File: config.mk
export PLATFORM = sky130hd
export DESIGN_NAME = user_play_datapath
export DESIGN_NICKNAME = d
export VERILOG_FILES = /design/src/rtl/user_play_datapath.sv
export SDC_FILE = /design/constraint.sdc
export NUM_CORES = 1
export LEC_CHECK = 0
export ABC_CLOCK_PERIOD_IN_PS = 2900
export CAP_MARGIN = 20
export CORE_ASPECT_RATIO = 1.5
export CORE_MARGIN = 2
export CORE_UTILIZATION = 45
export CTS_CLUSTER_DIAMETER = 200
export DETAILED_ROUTE_END_ITERATION = 6
export PLACE_DENSITY = 0.77
export SYNTH_ARGS = -nofsm -noshare
export SYNTH_HDL_FRONTEND = slang
export SYNTH_SLANG_ARGS = --single-unit
File: constraint.sdc
create_clock -name clock -period 2.9 [get_ports clock]
set_input_delay 0.29 -clock clock [delete_from_list [all_inputs] [get_ports clock]]
set_output_delay 0.29 -clock clock [all_outputs]
set_load 0.02 [all_outputs]
File: src/rtl/user_play_datapath.sv
// Player-entry datapath for the memory game: debounced KEY capture,
// per-entry comparison with the sequence ROM, and the play timer.
module user_play_datapath #(
   parameter int TICK_DIV     = 50_000_000,
   parameter int TIME_MAX     = 9,
   parameter int DEBOUNCE_CYC = 1_000_000
) (
   input  logic       clock,
   input  logic       reset,
   input  logic       r2,
   input  logic       e2,
   input  logic       e4,
   input  logic [3:0] key_n,
   input  logic [4:0] round_len,
   input  logic [3:0] seq_data,
   output logic [3:0] seq_addr,
   output logic [4:0] user_cnt,
   output logic [3:0] time_cnt,
   output logic [3:0] last_key,
   output logic       end_user,
   output logic       end_time,
   output logic       match
);

   localparam int PW = (TICK_DIV > 1) ? $clog2(TICK_DIV) : 1;
   localparam int DW = (DEBOUNCE_CYC > 1) ? $clog2(DEBOUNCE_CYC) : 1;
   localparam logic [PW-1:0] PRE_MAX = PW'(TICK_DIV - 1);
   localparam logic [DW-1:0] DB_MAX  = DW'(DEBOUNCE_CYC - 1);
   localparam logic [3:0]    T_MAX   = 4'(TIME_MAX);

   localparam logic [2:0] S_IDLE = 3'd0;
   localparam logic [2:0] S_WAIT = 3'd1;
   localparam logic [2:0] S_HOLD = 3'd2;
   localparam logic [2:0] S_DONE = 3'd3;
   localparam logic [2:0] S_TOUT = 3'd4;

   logic          clr;
   logic [3:0]    s1_q, s2_q;
   logic [3:0]    cand_q, cand_d;
   logic [DW-1:0] dbc_q, dbc_d;
   logic [3:0]    kdb_q, kdb_d;
   logic [2:0]    state_q, state_d;
   logic [PW-1:0] pre_q, pre_d;
   logic [3:0]    time_q, time_d;
   logic [4:0]    cnt_q, cnt_d;
   logic [3:0]    acc_q, acc_d;
   logic [3:0]    last_q, last_d;
   logic          mis_q, mis_d;
   logic          eu_q, eu_d;
   logic          et_q, et_d;
   logic          run, tick;
   logic [4:0]    rl_eff, cnt_inc;

   assign clr = reset | r2;

   // Synchroniser stores the pressed polarity so a cleared register means "no key".
   always_comb begin
      cand_d = cand_q;
      dbc_d  = dbc_q;
      kdb_d  = kdb_q;
      if (s2_q != cand_q) begin
         cand_d = s2_q;
         dbc_d  = '0;
      end else if (dbc_q != DB_MAX) begin
         dbc_d = dbc_q + 1'b1;
      end else begin
         kdb_d = cand_q;
      end
   end

   assign run     = e2 && (state_q == S_WAIT || state_q == S_HOLD);
   assign tick    = run && (pre_q == PRE_MAX);
   assign rl_eff  = (round_len == 5'd0) ? 5'd1 : round_len;
   assign cnt_inc = cnt_q + 5'd1;

   always_comb begin
      state_d = state_q;
      pre_d   = pre_q;
      time_d  = time_q;
      cnt_d   = cnt_q;
      acc_d   = acc_q;
      last_d  = last_q;
      mis_d   = mis_q;
      eu_d    = eu_q;
      et_d    = et_q;
      if (run)
         pre_d = tick ? '0 : pre_q + 1'b1;
      unique case (state_q)
         S_IDLE: if (e2) state_d = S_WAIT;
         S_WAIT, S_HOLD: begin
            // Timeout outranks a release arriving on the same edge.
            if (tick && time_q == T_MAX) begin
               state_d = S_TOUT;
               et_d    = 1'b1;
            end else if (run) begin
               if (tick)
                  time_d = time_q + 4'd1;
               if (state_q == S_WAIT) begin
                  if (kdb_q != 4'd0) begin
                     state_d = S_HOLD;
                     acc_d   = kdb_q;
                  end
               end else if (kdb_q == 4'd0) begin
                  last_d = acc_q;
                  mis_d  = mis_q | (acc_q != seq_data);
                  cnt_d  = cnt_inc;
                  if (cnt_inc == rl_eff || cnt_inc == 5'd16) begin
                     state_d = S_DONE;
                     eu_d    = 1'b1;
                  end else begin
                     state_d = S_WAIT;
                  end
               end else begin
                  acc_d = acc_q | kdb_q;
               end
            end
         end
         S_DONE, S_TOUT: ;
         default: state_d = S_IDLE;
      endcase
   end

   always_ff @(posedge clock) begin
      if (clr) begin
         s1_q    <= '0;
         s2_q    <= '0;
         cand_q  <= '0;
         dbc_q   <= '0;
         kdb_q   <= '0;
         state_q <= S_IDLE;
         pre_q   <= '0;
         time_q  <= '0;
         cnt_q   <= '0;
         acc_q   <= '0;
         last_q  <= '0;
         mis_q   <= 1'b0;
         eu_q    <= 1'b0;
         et_q    <= 1'b0;
      end else begin
         s1_q    <= ~key_n;
         s2_q    <= s1_q;
         cand_q  <= cand_d;
         dbc_q   <= dbc_d;
         kdb_q   <= kdb_d;
         state_q <= state_d;
         pre_q   <= pre_d;
         time_q  <= time_d;
         cnt_q   <= cnt_d;
         acc_q   <= acc_d;
         last_q  <= last_d;
         mis_q   <= mis_d;
         eu_q    <= eu_d;
         et_q    <= et_d;
      end
   end

   assign seq_addr = cnt_q[3:0];
   assign user_cnt = cnt_q;
   assign time_cnt = time_q;
   assign last_key = last_q;
   assign end_user = eu_q;
   assign end_time = et_q;
   assign match    = e4 & eu_q & ~mis_q;

endmodule
==> impl_metrics.ini <==
[route]
routed_wl_um = 8683
drcViolationCount = 0
routedWlPerCell_um = 14.26
vias_per_cell = 5.537
drt_first_iter_violations = 169
ant_nets = 0
num_vias = 3372
firstDrtPassIters = 5

[grt]
grt_first_pass_wirelength_um = 14750
use_met2 = 0.3359
grtUsageTotal = 0.1933
grt_pass1_vias = 3331
use_met1 = 0.2265
grt.busiest_layer = met2
antenna_found_initial = 0
grt_use_met3 = 0.03182
grt_max_degree = 24
grt_overflow_total = 0

[power]
vdd_drop_max_mv = 0.3909
power_density_nw_per_um2 = 541.3
p_leak_nw = 1.563

[flow_run]
drv_cap = 0

[synth]
ys_seq_elements = 85
yosysUniqueCellTypes = 50
synthCells = 460
avgSynthCellArea_um2 = 8.639
netlist_area_um2 = 3974
synthFlopType = dfxtp_1
ys_warn_count = 0
synth_enable_flop_cells = 0
seq_area_frac_synth = 0.4282
synth_nets = 484
async_reset_ff_frac = 0

[run_status]
status = finished clean

[critical_path]
critical_path.max_fanout = 5
cp_slowest_stage_delay_ns = 0.52
crit_slowest_cell = nor4_1
critPathArrivalTime_ns = 2.41
path_class = reg2reg
required_ns = 3.09
cp-end-kind = flop
crit_chain = ha_1 -> and4b_1 -> and4_1 -> and3_2 -> nor4_1 -> o22ai_1
cp-start-kind = flop
critical-path-top-delay-family = simple AND/OR/NAND/NOR gates
cp.buffers_inverters = 0

[sta]
period_minus_slack_ns = 2.216
setup_viol = 0
fmax_mhz = 451.3
period_share = 0.7640
worst_slew_pin_slew_ns = 0.9491
hold_viol_final = 0
hold_slack_ns = 0.4344
maxSlewHeadroom = 0.3615
rsz0062_at_grt = false
finalClockSkew_ns = 0.004402
finalSetupTns_ns = 0
slew_violations = 0

[layout]
mostFrequentLayoutCell = dfxtp_1
stdcell_count = 609
drive_gt1_frac = 0.06413
final_nets = 518
num_antenna_cells = 0
final_cell_mix = dfxtp_1 (85), nor2_1 (72), clkdlybuf4s50_1 (37), nand2_1 (36), xnor2_1 (34)
area_delta_synth_final_pct = 20.12
fin_util = 0.5472

[cts]
tritoncts = built
cts_hold_buf = 0
cts_setup_buffers = 0
clk_path_buf_depth = 2
cts_resized = 0
cts_root_buffer = clkbuf_16
cts_buffers = 9
cts_sinks = 85
clk_pin_slew_worst_paths_ns = 0.06
htreeDepth = 3
worst_skew_pair.late_latency_ns = 0.34

[floorplanning]
ios = 38
core-area_um2 = 8723
rows = 42
chipHeight_um = 119.1
initial_utilization = 0.4555
die_w_um = 80.73
dieArea_um2 = 9614

[placement]
port_buffers = 37
hpwl_um = 6056
dp.cells = 593
gp_congestion = 0.8741

[hold_path]
min_path_type = reg2reg
[power breakdown]
part	leakage, nW	switching (mW)	internal [mW]
combinational	0.708	0.0440	0.0389
clock	0.170	0.454	0.868
sequential	0.686	0.00507	1.17
[metal layers]
layer	up-vias	part of all wire
li1	1672	-
met1	1608	0.42
met2	73	0.52
met3	19	0.033
met4	0	0.023
met5	-	0
[metrics by stage]
step	power [mW]	instance area (µm²)	setup slack, ns
6_report	2.584	4773	0.6844
5_1_grt	2.645	4773	0.5563
4_1_cts	2.600	4773	0.6915
3_5_place_dp	1.288	4423	0.4420
3_3_place_gp	1.285	4423	0.6178
2_1_floorplan	1.248	3974	0.8965
[kinds of logic (layout without fill, tap and decap cells)]
| kind of cell | after synthesis | after routing | synth area share |
|---|---|---|---|
| AO/OA/AOI/OAI | 47 | 47 | 0.07021 |
| XOR/XNOR | 57 | 57 | 0.1275 |
| adder cells (fa/ha/maj) | 6 | 6 | 0.01889 |
| buffers and inverters | 28 | 67 | 0.03274 |
| flip-flops | 85 | 85 | 0.4282 |
| multiplexers | 5 | 5 | 0.01259 |
| AND/OR/NAND/NOR | 232 | 232 | 0.3098 |
[synth_stat cells, drive strengths merged (5+ instances only)]
library cell | instances | area share
nand4 | 15 | 0.027
nor3 | 16 | 0.020
and2 | 10 | 0.016
a21oi | 17 | 0.021
nor2 | 72 | 0.068
nor4 | 12 | 0.023
inv | 9 | 0.0085
mux2i | 5 | 0.013
xor2 | 23 | 0.053
or4 | 8 | 0.015
ha | 6 | 0.019
dfxtp | 85 | 0.43
clkbuf | 12 | 0.011
and4 | 6 | 0.014
nand2 | 36 | 0.034
o22ai | 5 | 0.0079
buf | 7 | 0.013
nand3 | 26 | 0.033
and3 | 7 | 0.011
o21ai | 11 | 0.014
xnor2 | 34 | 0.075
[sequential cells by signal, indices dropped and copies added, names as in the netlist, 3 cells and up]
| name | flops |
|---|---|
| acc_q | 4 |
| cand_q | 4 |
| dbc_q | 20 |
| kdb_q | 4 |
| last_key | 4 |
| pre_q | 26 |
| s1_q | 4 |
| s2_q | 4 |
| state_q | 3 |
| time_cnt | 4 |
| user_cnt | 5 |
[worst paths after layout]
path | endpoint | slack [ns] | startpoint | cells after the start
setup / recovery | acc_q[3] | 0.68 | pre_q[0] | 6
setup reg to reg | acc_q[3] | 0.68 | pre_q[0] | 6
hold / removal | s2_q[0] | 0.43 | s1_q[0] | 1
hold reg to reg | s2_q[0] | 0.43 | s1_q[0] | 1
[final cells by class]
type,instances,area (µm²)
flip-flops and latches,85,1702
clock inverters,5,107.6
repair buffers,42,407.9
fillers,811,3950
clock buffers,11,242.7
inverters,9,33.78
well taps,110,137.6
multi-input cells,347,2142
Note: power is estimated with default switching activity, not from simulation.
